[config.mk]
export PLATFORM = sky130hd
export DESIGN_NAME = uart_cmd_receiver
export DESIGN_NICKNAME = d
export VERILOG_FILES = /design/src/rtl/uart_cmd_receiver.sv
export SDC_FILE = /design/constraint.sdc
export NUM_CORES = 1
export LEC_CHECK = 0
export ABC_AREA = 1
export BUFFER_PORTS_ARGS = -buffer_cell sky130_fd_sc_hd__buf_2
export CORE_AREA = 4 4 130 132
export DETAILED_ROUTE_END_ITERATION = 10
export DIE_AREA = 0 0 134 136
export HOLD_SLACK_MARGIN = 0.1
export PLACE_DENSITY = 0.56
export SLEW_MARGIN = 40
export SYNTH_ARGS = -nofsm -noshare
export SYNTH_HDL_FRONTEND = slang
export SYNTH_SLANG_ARGS = --single-unit
[constraint.sdc]
create_clock -name i_clock -period 1.72 [get_ports i_clock]
set_input_delay 0.172 -clock i_clock [delete_from_list [all_inputs] [get_ports i_clock]]
set_output_delay 0.172 -clock i_clock [all_outputs]
set_load 0.005 [all_outputs]
[src/rtl/uart_cmd_receiver.sv]
// UART (8N1, LSB first) receiver and 5-byte command frame parser for the IAGC host link.
// Frames are HEADER, CMD, DATA_LO, DATA_HI, CHK with CHK = CMD ^ DATA_LO ^ DATA_HI.
module uart_cmd_receiver #(
   parameter int                        UART_CLK_FREQ  = 100_000_000,
   parameter int                        UART_BAUDRATE  = 9_200,
   parameter int                        UART_DATA_SIZE = 8,
   parameter int                        PAYLOAD_SIZE   = 16,
   parameter logic [UART_DATA_SIZE-1:0] HEADER_BYTE    = 8'hA5,
   parameter int                        TIMEOUT_TICKS  = 60_000_000
) (
   input  logic                      i_clock,
   input  logic                      i_rst_n,
   input  logic                      i_rxBit,
   output logic [UART_DATA_SIZE-1:0] o_cmd,
   output logic [PAYLOAD_SIZE-1:0]   o_payload,
   output logic                      o_cmdValid,
   output logic                      o_checksumError,
   output logic                      o_frameError,
   output logic                      o_timeout
);

   localparam int CLKS_PER_BIT = UART_CLK_FREQ / UART_BAUDRATE;
   localparam int CNT_W        = $clog2(CLKS_PER_BIT);
   localparam int BIT_W        = $clog2(UART_DATA_SIZE);
   localparam int TMR_W        = $clog2(TIMEOUT_TICKS + 1);

   localparam logic [CNT_W-1:0] HALF_LAST = CNT_W'(CLKS_PER_BIT / 2 - 1);
   localparam logic [CNT_W-1:0] BIT_LAST  = CNT_W'(CLKS_PER_BIT - 1);
   localparam logic [BIT_W-1:0] DATA_LAST = BIT_W'(UART_DATA_SIZE - 1);
   localparam logic [TMR_W-1:0] TMR_LAST  = TMR_W'(TIMEOUT_TICKS - 1);

   typedef enum logic [2:0] {RX_IDLE, RX_START, RX_DATA, RX_STOP, RX_RECOVER} rx_state_t;
   typedef enum logic [2:0] {WAIT_HEADER, GET_CMD, GET_LO, GET_HI, GET_CHK} fr_state_t;

   function automatic logic [UART_DATA_SIZE-1:0] frame_chk(
      input logic [UART_DATA_SIZE-1:0] cmd,
      input logic [UART_DATA_SIZE-1:0] lo,
      input logic [UART_DATA_SIZE-1:0] hi
   );
      return cmd ^ lo ^ hi;
   endfunction

   logic rx_sync_p0, rx_sync_p1, rx_prev_p2;
   logic rx_fall;

   rx_state_t                 rx_state, rx_state_nxt;
   logic [CNT_W-1:0]          clk_cnt;
   logic [BIT_W-1:0]          bit_cnt;
   logic [UART_DATA_SIZE-1:0] rx_shift;
   logic                      bit_tick, byte_set, ferr_set, byte_stb;

   fr_state_t                 fr_state, fr_state_nxt;
   logic [TMR_W-1:0]          tmr;
   logic [UART_DATA_SIZE-1:0] cmd_b, lo_b, hi_b;
   logic                      cmd_vld_set, chk_err_set, tmo_set;

   // Stage p0/p1: metastability synchronizer; p2: previous value for edge detect
   always_ff @(posedge i_clock or negedge i_rst_n) begin
      if (!i_rst_n) begin
         rx_sync_p0 <= 1'b1;
         rx_sync_p1 <= 1'b1;
         rx_prev_p2 <= 1'b1;
      end else begin
         rx_sync_p0 <= i_rxBit;
         rx_sync_p1 <= rx_sync_p0;
         rx_prev_p2 <= rx_sync_p1;
      end
   end

   assign rx_fall = rx_prev_p2 & ~rx_sync_p1;

   // Bit-level receiver
   always_comb begin
      rx_state_nxt = rx_state;
      bit_tick     = 1'b0;
      byte_set     = 1'b0;
      ferr_set     = 1'b0;
      case (rx_state)
         RX_IDLE: if (rx_fall) rx_state_nxt = RX_START;
         RX_START: begin
            if (clk_cnt == HALF_LAST) rx_state_nxt = rx_sync_p1 ? RX_IDLE : RX_DATA;
         end
         RX_DATA: begin
            if (clk_cnt == BIT_LAST) begin
               bit_tick = 1'b1;
               if (bit_cnt == DATA_LAST) rx_state_nxt = RX_STOP;
            end
         end
         RX_STOP: begin
            if (clk_cnt == BIT_LAST) begin
               if (rx_sync_p1) begin
                  byte_set     = 1'b1;
                  rx_state_nxt = RX_IDLE;
               end else begin
                  ferr_set     = 1'b1;
                  rx_state_nxt = RX_RECOVER;
               end
            end
         end
         RX_RECOVER: if (rx_sync_p1) rx_state_nxt = RX_IDLE;
         default: rx_state_nxt = RX_IDLE;
      endcase
   end

   always_ff @(posedge i_clock or negedge i_rst_n) begin
      if (!i_rst_n) begin
         rx_state     <= RX_IDLE;
         clk_cnt      <= '0;
         bit_cnt      <= '0;
         byte_stb     <= 1'b0;
         o_frameError <= 1'b0;
      end else begin
         rx_state     <= rx_state_nxt;
         byte_stb     <= byte_set;
         o_frameError <= ferr_set;
         if (rx_state == RX_IDLE || rx_state == RX_RECOVER ||
             rx_state_nxt != rx_state || bit_tick)
            clk_cnt <= '0;
         else
            clk_cnt <= clk_cnt + CNT_W'(1);
         if (rx_state == RX_IDLE)
            bit_cnt <= '0;
         else if (bit_tick)
            bit_cnt <= bit_cnt + BIT_W'(1);
      end
   end

   always_ff @(posedge i_clock) begin
      if (bit_tick) rx_shift <= {rx_sync_p1, rx_shift[UART_DATA_SIZE-1:1]};
   end

   // Frame parser; a received byte outranks both frame error and timeout
   always_comb begin
      fr_state_nxt = fr_state;
      cmd_vld_set  = 1'b0;
      chk_err_set  = 1'b0;
      tmo_set      = 1'b0;
      if (byte_stb) begin
         case (fr_state)
            WAIT_HEADER: if (rx_shift == HEADER_BYTE) fr_state_nxt = GET_CMD;
            GET_CMD:     fr_state_nxt = GET_LO;
            GET_LO:      fr_state_nxt = GET_HI;
            GET_HI:      fr_state_nxt = GET_CHK;
            GET_CHK: begin
               fr_state_nxt = WAIT_HEADER;
               if (rx_shift == frame_chk(cmd_b, lo_b, hi_b)) cmd_vld_set = 1'b1;
               else                                          chk_err_set = 1'b1;
            end
            default: fr_state_nxt = WAIT_HEADER;
         endcase
      end else if (fr_state != WAIT_HEADER) begin
         if (o_frameError) begin
            fr_state_nxt = WAIT_HEADER;
         end else if (tmr >= TMR_LAST && !ferr_set) begin
            tmo_set      = 1'b1;
            fr_state_nxt = WAIT_HEADER;
         end
      end
   end

   always_ff @(posedge i_clock or negedge i_rst_n) begin
      if (!i_rst_n) begin
         fr_state        <= WAIT_HEADER;
         tmr             <= '0;
         o_cmdValid      <= 1'b0;
         o_checksumError <= 1'b0;
         o_timeout       <= 1'b0;
         o_cmd           <= '0;
         o_payload       <= '0;
      end else begin
         fr_state        <= fr_state_nxt;
         o_cmdValid      <= cmd_vld_set;
         o_checksumError <= chk_err_set;
         o_timeout       <= tmo_set;
         if (fr_state == WAIT_HEADER || byte_stb) tmr <= '0;
         else                                     tmr <= tmr + TMR_W'(1);
         if (cmd_vld_set) begin
            o_cmd     <= cmd_b;
            o_payload <= {hi_b, lo_b};
         end
      end
   end

   always_ff @(posedge i_clock) begin
      if (byte_stb) begin
         case (fr_state)
            GET_CMD: cmd_b <= rx_shift;
            GET_LO:  lo_b  <= rx_shift;
            GET_HI:  hi_b  <= rx_shift;
            default: ;
         endcase
      end
   end

endmodule

Yosys cells after proc, flatten, opt, wreduce, memory -nomap -nowiden:

Cells that the tools add are included.

* equality and inequality tests: 15
* $add $sub $neg: 3
* reductions and logical operators: 16
* magnitude comparators: 1
* mux-type cells: 37
* bitwise gates (word level): 4

Operator list (count)
* $mux W3: 14
* $add A26 B1 Y26 const B: 1
* $ge A26 B26 Y1 const B: 1
* $mux W26: 1
* $mux W1: 18
* $xor A8 B8 Y8: 2
* $pmux W3 S5: 1
* $add A14 B1 Y14 const B: 1
* $eq A14 B13 Y1 const B: 1
* $eq A14 B14 Y1 const B: 1
* $mux W14: 1
* $eq A3 B2 Y1 const B: 4
* $pmux W3 S4: 1
* $eq A3 B3 Y1 const B: 3
* $eq A8 B8 Y1: 1
* $eq A8 B8 Y1 const B: 1
* $eq A3 B1 Y1 const B: 2
* $logic_not A3 Y1: 2
* $reduce_and A2 Y1: 3
* $reduce_bool A3 Y1: 2
* $logic_or A1 B1 Y1: 4
* $reduce_bool A2 Y1: 2
* $add A3 B1 Y3 const B: 1
* $ne A3 B3 Y1: 1
* 7 further kinds: 7

* output and inout bits: 28
* word-level logic and storage cells: 95
* input bits: 3
* register bits after elaboration: 113

Logic depth before layout (Yosys ltp):

Gate-level depths: netlist of run 1.

* word-level depth: 9
* depth in mapped cells: 14
* depth with buffers taken out: 13

Worst setup path after synthesis of run 1:

No wires, ideal clock.

* path kind: register -> register
* start point: reg fr_state[0]
* end point: reg lo_b[0] (enable)
* buffers on the path: 0
* data arrival time: 1.399 ns
* setup slack: -0.077 ns
* clock period less this slack: 1.797 ns
* stages on the path, launching flop included: 2
* data required time: 1.322 ns
* setup time: 0.398 ns
* cells stage by stage: dfrtp_1 nor4_1

* longest elaborated chain between the ends: 2

RTL lines
* start: declaration: line 52 `fr_state_t fr_state, fr_state_nxt;`
* start signal: assignment: line 171 `fr_state <= fr_state_nxt;`
* $eq A3 B2 Y1: line 186 `case (fr_state)`
* $reduce_and A2 Y1 (no source line)
* end signal: assignment: line 188 `GET_LO: lo_b <= rx_shift;`
* end: declaration: line 54 `logic [UART_DATA_SIZE-1:0] cmd_b, lo_b, hi_b;`

Every way passes these cells.
A chain may end at the register's enable or synchronous reset.

Worst setup path in the final report of run 1:

* start point: reg clk_cnt[0]
* end point: reg clk_cnt[1]

* longest elaborated chain between the ends: 7
* elaborated cells between the ends (all ways): 13
* classes of those cells: add/sub: 1; eq/ne: 3; mux: 7; reduce/logical: 2

RTL lines
* start: declaration: line 47 `logic [CNT_W-1:0] clk_cnt;`
* start signal: assignment: line 120 `clk_cnt <= clk_cnt + CNT_W'(1);`
* $eq A14 B14 Y1 or $eq A14 B13 Y1 (tied branches): line 84, 90, 81
* $mux W3 (on tied branches): line 90, 81, 84
* $pmux W3 S5 (*): line 78 `case (rx_state)`
* via rx_state_nxt[0]: line 46 `rx_state_t rx_state, rx_state_nxt;`
* $ne A3 B3 Y1 (*): line 117 `rx_state_nxt != rx_state || bit_tick)`
* $logic_or A1 B1 Y1 (*): line 116 `if (rx_state == RX_IDLE || rx_state == RX_RECOVER ||`
* $logic_or A1 B1 Y1 (*): line 117
* $mux W14 (*): line 116

The timed path passes the listed nets; every way through them passes the cells marked *.

==> results of run 1 <==
## sequential cells by signal (all words and copies together), names as in the netlist, 3 cells and up
| name | cells |
|---|---|
| lo_b | 8 |
| o_cmd | 8 |
| tmr | 26 |
| rx_state | 3 |
| clk_cnt | 14 |
| fr_state | 3 |
| cmd_b | 8 |
| o_payload | 16 |
| bit_cnt | 3 |
| hi_b | 8 |
| rx_shift | 8 |
## worst max-delay path, cell delays in order, from the launching register on
cell and delay (ps):
dfrtp_1 390, inv_1 70, ha_2 170, nand2_1 50, inv_1 60, nand2_2 70
nor2_4 110, nand2_2 80, a21oi_2 160, nand3_2 90, nand2_1 70, nand2_1 60
nand2_2 80, buf_12 150, nor2_1 50
## stage by stage
stage	instance area [um2]	hold slack, ps	instances	power (W)	setup slack, ps
final	6790	224	898	0.00677	-54.3
after global routing	6790	264	898	0.00705	-188
after CTS	6720	223	896	0.00685	-54.4
after detailed placement	6090	111	862	0.00327	-24.3
after global placement	6090	109	862	0.00325	24.9
after floorplan	5420	-124	590	0.00312	54.1
## report_power, final
| part | switching (W) | leakage (nW) | internal, W |
|---|---|---|---|
| logic | 0.000225 | 1.40 | 0.000153 |
| registers | 0.0000450 | 1.40 | 0.00280 |
| clock network | 0.00124 | 0.274 | 0.00231 |
## final timing paths
check	from	end	slack [ps]	depth (start not counted)
min reg2reg	rx_sync_p0	rx_sync_p1	360	0
max	clk_cnt[0]	clk_cnt[1]	-50	14
min	i_rst_n	o_payload[14]	220	2
max in group asynchronous	i_rst_n	o_payload[0]	900	3
min in group i_clock	rx_sync_p0	rx_sync_p1	360	0
max reg2reg	clk_cnt[0]	clk_cnt[1]	-50	14
## Yosys cell counts (2+ instances only)
| cell type | instances |
|---|---|
| buf_2 | 6 |
| inv_1 | 62 |
| a21oi_1 | 12 |
| edfxtp_1 | 32 |
| o21a_1 | 2 |
| nor2_1 | 68 |
| nand2_1 | 140 |
| nand2_2 | 4 |
| nand4_1 | 36 |
| clkbuf_1 | 4 |
| nor4_1 | 6 |
| o21ai_0 | 9 |
| xnor2_1 | 27 |
| nand3_2 | 4 |
| nor2_2 | 14 |
| dfrtp_1 | 78 |
| ha_1 | 6 |
| nor3_1 | 15 |
| xor2_1 | 14 |
| nand3_1 | 32 |
| nor2_4 | 3 |
| dfstp_2 | 3 |
## metal layers
| layer | GRT usage, % | up-vias |
|---|---|---|
| li1 | - | 2089 |
| met1 | 17.4 | 1983 |
| met2 | 22.5 | 66 |
| met3 | 3.70 | 16 |
| met4 | 5.94 | 0 |
| met5 | 0 | - |
## repair_timing
| action | CTS | global route |
|---|---|---|
| endpoints found under the setup margin | 16 | 55 |
| pin swaps | 0 | 3 |
| hold buffers | 2 | 0 |
| hold endpoints to repair | 79 | 0 |
| setup buffers | 0 | 2 |
| resized for setup | 2 | 16 |
## kinds of logic (layout without fill, tap and decap cells)
| group | Yosys count | count (layout) | synth area share, % |
|---|---|---|---|
| and+or+nand+nor | 327 | 327 | 27.9 |
| DFF | 113 | 113 | 55.2 |
| buffers and inverters | 75 | 167 | 5.80 |
| xor gates and xnor gates | 41 | 41 | 6.63 |
| AOI/OAI and AO/OA | 28 | 28 | 3.00 |
| adders and majority gates | 6 | 6 | 1.39 |
## cell usage in the layout, fill, tap and decap left out, types with 3 or more instances in the layout
cell type / n
nand4_1: 36
buf_4: 38
nand3_2: 4
dfstp_2: 3
clkinv_2: 3
nor2_1: 64
nor2_2: 17
xnor2_1: 25
dfrtp_1: 77
clkinvlp_4: 7
nand3_1: 32
nor4_2: 3
a21oi_1: 12
nor2_4: 4
buf_12: 3
nor3_1: 15
nand2_1: 137
ha_1: 4
xor2_1: 14
nor4_1: 3
inv_1: 60
bufinv_16: 3
o21ai_0: 8
clkbuf_16: 17
buf_2: 29
nand2_2: 7
edfxtp_1: 32
## layout make-up
cell class,instances,area (um2)
Tap cell,216,270
Multi-Input combinational cell,402,2170
Inverter,63,238
Timing Repair Buffer,72,510
Clock buffer,19,443
Fill cell,1524,8930
Clock inverter,13,161
Sequential cell,113,2990
==> metrics.md, run 1 <==
| Metric | Value |
|---|---|
| Hpwl dp | 8390 um |
| DRC Markers | 0 |
| First-pass GRT wire length | 20,100 um |
| # rows | 46 |
| Worst Setup End Kind | flop |
| Post-synthesis register bit count | 113 |
| Metal2 WL | 5620 um |
| Skew final | 9.03 ps |
| Post-DRT Antenna Nets | 0 |
| Clk slew on worst S/H paths | 50 ps |
| Number of antenna diodes | 0 |
| Distinct cells, synth | 35 |
| Startpoint types | flop |
| Slew headroom | 74.6% |
| Antenna violations before repair | 0 |
| Pwr Density | 998 nW/um2 |
| CTS sink cnt | 113 |
| Post-layout util | 43.2% |
| GRT Util Overall | 13.8% |
| RePlAce Congestion | 0.902 |
| Die W | 134 um |
| Post-synth EDFFs | 32 |
| Synth async-reset ratio | 71.7% |
| Met3 WL | 428 um |
| DIE HEIGHT | 136 um |
| Worst-Margin Slew | 380 ps |
| IO Count | 31 |
| Maxcap violations | 0 |
| Crit-path max FO | 14 |
| Failing checks | negative setup slack |
| Worst Path Required | 2020 ps |
| I/O Buffers | 30 |
| Core area | 15,700 um2 |
| Unrepaired setup endpoints after global routing | yes |
| Full die area | 18,200 um2 |
| Final wirelength | 11,500 um |
| Outcome | complete, but fails checks |
| CP Data Arrival Time | 2070 ps |
| Share of the synthesized area in the top cell type | 36.0% |
| Routed met1 length | 5280 um |
| Top FF cell, synth | dfrtp_1 |
| Setup CP Type | reg2reg |
| Fmax | 0.564 GHz |
| Vias per cell | 4.63 |
| Setup tns final | -538 ps |
| Iter 0 DRT Violations | 180 |
| CTS tree | yes |
| Initial Utilization | 34.5% |
| Number of global-route vias before repair | 4,215 |
| CTS root buf | clkbuf_16 |
| Final nets | 678 |
| Tcrit/Tclk final | 103% |
| Routed wire per std cell | 12.8 um |
| Post-Syn Area | 5420 um2 |
| Lkg Pwr | 3.07 nW |
| Setup-failing EPs final | 14 |
| Hold crit path type | in2async |
| Largest net degree at the start of global routing | 37 |
| Post-synthesis sequential area ratio | 55.2% |
| Final Hold Viols | 0 |
| Htree depth | 4 |
| Synth warn | 0 |
| Vias | 4,154 |
| Synth area leaders | dfrtp_1, edfxtp_1, nand2_1 |
| Syn Nets | 599 |
| Final min period | 1770 ps |
| Layout cell share with drive strength beyond 1 | 22.0% |
| Max rail drop VDD | 0.690 mV |
| Final max-slew violation count | 0 |
| Synth area leader | dfrtp_1 |
| Mapped Cells | 590 |
| Maximum buffer depth of the clock tree | 2 |
| Worst skew pair latency | 410 ps |
| TritonRoute pass-1 iters | 5 |
| Gr ovfl total | 0 |
| Avg Cell Area, Syn | 9.18 um2 |
| Total CTS buffers | 17 |
| Highest routed layer | met4 |
| Area Overhead vs Synth | 25.3% |
| Min setup slack post-route | -54.3 ps |
(Power assumes the default switching activity.)
==> run 2, diff against run 1 <==
--- a/config.mk
+++ b/config.mk
@@ -7,11 +7,14 @@
 export LEC_CHECK = 0
 export ABC_AREA = 1
 export BUFFER_PORTS_ARGS = -buffer_cell sky130_fd_sc_hd__buf_2
-export CORE_AREA = 4 4 130 132
+export CELL_PAD_IN_SITES_DETAIL_PLACEMENT = 0
+export CELL_PAD_IN_SITES_GLOBAL_PLACEMENT = 1
+export CORE_AREA = 4 4 118 120
 export DETAILED_ROUTE_END_ITERATION = 10
-export DIE_AREA = 0 0 134 136
+export DIE_AREA = 0 0 122 124
+export GPL_TIMING_DRIVEN = 1
 export HOLD_SLACK_MARGIN = 0.1
-export PLACE_DENSITY = 0.56
+export PLACE_DENSITY = 0.79
 export SLEW_MARGIN = 40
 export SYNTH_ARGS = -nofsm -noshare
 export SYNTH_HDL_FRONTEND = slang
==> metrics.md, run 2 (synthesis results as in run 1) <==
| Metric | Value |
|---|---|
| Htree depth | 4 |
| Final max-slew violation count | 0 |
| Area Overhead vs Synth | 26.3% |
| Max rail drop VDD | 0.497 mV |
| Antenna violations before repair | 0 |
| Crit-path slowest cell | dfrtp_1 |
| Worst Path Required | 2010 ps |
| Setup-failing EPs final | 14 |
| Max reg flops | 26 |
| Internal | 0.00533 W |
| Comb power frac | 7.2% |
| DIE HEIGHT | 124 um |
| Unrepaired setup endpoints after global routing | yes |
| Tcrit/Tclk final | 103% |
| Die W | 122 um |
| CTS tree | yes |
| Post-layout util | 52.7% |
| Clk slew on worst S/H paths | 50 ps |
| Routed wire per std cell | 12.8 um |
| Pwr Density | 1000 nW/um2 |
| Met1 GRT Util | 18.8% |
| CTS root buf | clkbuf_16 |
| Top reg by flops | tmr |
| Failing checks | negative setup slack |
| CP Data Arrival Time | 2060 ps |
| Lkg Pwr | 3.12 nW |
| Worst Setup End Kind | flop |
| Setup CP Type | reg2reg |
| Number of antenna diodes | 0 |
| Final min period | 1760 ps |
| Buf+Inv Stages, Crit Path | 3 |
| GR peak layer | met2 |
| Clk pwr share | 51.2% |
| Min setup slack post-route | -44.9 ps |
| Grt met2 use | 26.7% |
| Final nets | 680 |
| Net Sw Power | 0.00153 W |
| Vias per cell | 4.79 |
| Cell mode on critical path | nand2_2 |
| Outcome | complete, but fails checks |
| Number of global-route vias before repair | 3,993 |
| Sw Share | 22.3% |
| Hpwl dp | 8170 um |
| Skew final | 3.71 ps |
| Crit-path max cell delay | 390 ps |
| Hold crit path type | in2async |
| Final wirelength | 11,000 um |
| Commonest cells after routing, fill and taps aside | nand2_1, dfrtp_1, inv_1 |
| R2r setup slk | -40 ps |
| Iter 0 DRT Violations | 178 |
| DRC Markers | 0 |
| I/O Buffers | 30 |
| # rows | 42 |
| Maximum buffer depth of the clock tree | 2 |
| Largest net degree at the start of global routing | 50 |
| Fmax | 0.567 GHz |
| Top Registers | tmr (26), o_payload (16), clk_cnt (14) |
| CP cell instances | inv_1 -> ha_2 -> nand2_1 -> inv_1 -> nand2_2 -> nor2_4 -> nand2_2 -> a21oi_4 -> nand3_2 -> nand2_2 -> nand2_2 -> nand2_4 -> clkbuf_16 -> nor2_2 |
| Full die area | 15,100 um2 |
| Post-DRT Antenna Nets | 0 |
| Crit-path max FO | 7 |
| GRT Util Overall | 15.7% |
| Worst skew pair latency | 410 ps |
| Initial Utilization | 41.7% |
| Final Hold Viols | 0 |
| Fillers | 1,182 |
| IO Count | 31 |
| Most common cell after layout, fill and taps aside | nand2_1 |
| Core area | 13,000 um2 |
| TritonRoute pass-1 iters | 4 |
| M3 GR Usage | 5.27% |
| First-pass GRT wire length | 18,500 um |
| RePlAce Congestion | 0.835 |
| Gr ovfl total | 0 |
| Startpoint types | flop |
| Slew headroom | 73.2% |
| CTS sink cnt | 113 |
| Vias | 4,120 |
| Layout cell share with drive strength beyond 1 | 23.0% |
| Sequential power share | 41.5% |
| Total CTS buffers | 17 |
| Hold Worst Slack | 140 ps |
| Maxcap violations | 0 |
| Worst path top cell family by delay | simple AND/OR/NAND/NOR gates |
| Worst-Margin Slew | 398 ps |
## run 2: cell types whose count changed in the layout (fill, tap and decap cells not counted), moves of 2 or more
cell and delta:
nor2_1 -4, nor2_2 -3, clkinvlp_4 -3, nor2_4 +7, clkinv_4 +2
## run 2: final cells by class
cell class                 instances  area, um2  share of cell area, %
inverter                          63        238                   3.48
multi-input combinational        402       2240                   32.8
clock inverter                    13        161                   2.36
tap                              176        220                   3.22
timing repair buffer              74        543                   7.94
sequential                       113       2990                   43.7
clock buffer                      19        443                   6.48
## run 2: power groups by stage
| stage | Sequential [W] | Combinational [W] | Clock (W) |
|---|---|---|---|
| finish | 0.00285 | 0.000496 | 0.00352 |
| global route | 0.00285 | 0.000557 | 0.00374 |
| CTS | 0.00285 | 0.000387 | 0.00359 |
| detailed placement | 0.00289 | 0.000383 | 0 |
| global placement | 0.00289 | 0.000373 | 0 |
| floorplan | 0.00289 | 0.000234 | 0 |
## run 2: routing by layer
layer	share of wire [%]	routed length (um)	vias to the layer above
li1	-	-	2097
met1	43	4790	1930
met2	50	5560	73
met3	4.4	486	20
met4	1.7	193	0
met5	0	0	-
## run 2: repair_timing
| item | 4_1_cts | 5_1_grt |
|---|---|---|
| cloned | 0 | 1 |
| resized for setup | 1 | 30 |
| hold endpoints to repair | 79 | 0 |
| pin swaps | 0 | 5 |
| buffers inserted | 0 | 4 |
| hold buffers | 2 | 0 |
| endpoints found under the setup margin | 14 | 34 |
## run 2: through the flow
| stage | total power, W | worst slack (ps) | instance area (um2) | TNS, ps | instances |
|---|---|---|---|---|---|
| final | 0.00686 | -44.9 | 6840 | -459 | 860 |
| after global routing | 0.00715 | -180 | 6840 | -2350 | 860 |
| after global placement | 0.00326 | 31.0 | 6030 | 0 | 821 |
| after CTS | 0.00682 | -21.9 | 6660 | -126 | 855 |
| after detailed placement | 0.00328 | -12.0 | 6030 | -32.7 | 821 |
| after floorplan | 0.00312 | 54.1 | 5420 | 0 | 590 |
## run 2: worst paths after layout
check	startpoint	endpoint	cells after the start
max in group asynchronous	i_rst_n	rx_prev_p2	3
setup / recovery	clk_cnt[0]	clk_cnt[9]	14
setup reg to reg	clk_cnt[0]	clk_cnt[9]	14
hold / removal	i_rst_n	o_payload[8]	2
hold reg to reg	rx_sync_p0	rx_sync_p1	0
min in group i_clock	rx_sync_p0	rx_sync_p1	0
## run 2: worst reg2reg max path, cell delays in order (launching register included)
cell	delay (ps)
dfrtp_1	390
inv_1	70
ha_2	170
nand2_1	50
inv_1	70
nand2_2	70
nor2_4	100
nand2_2	90
a21oi_4	150
nand3_2	100
nand2_2	70
nand2_2	50
nand2_4	80
clkbuf_16	160
nor2_2	40
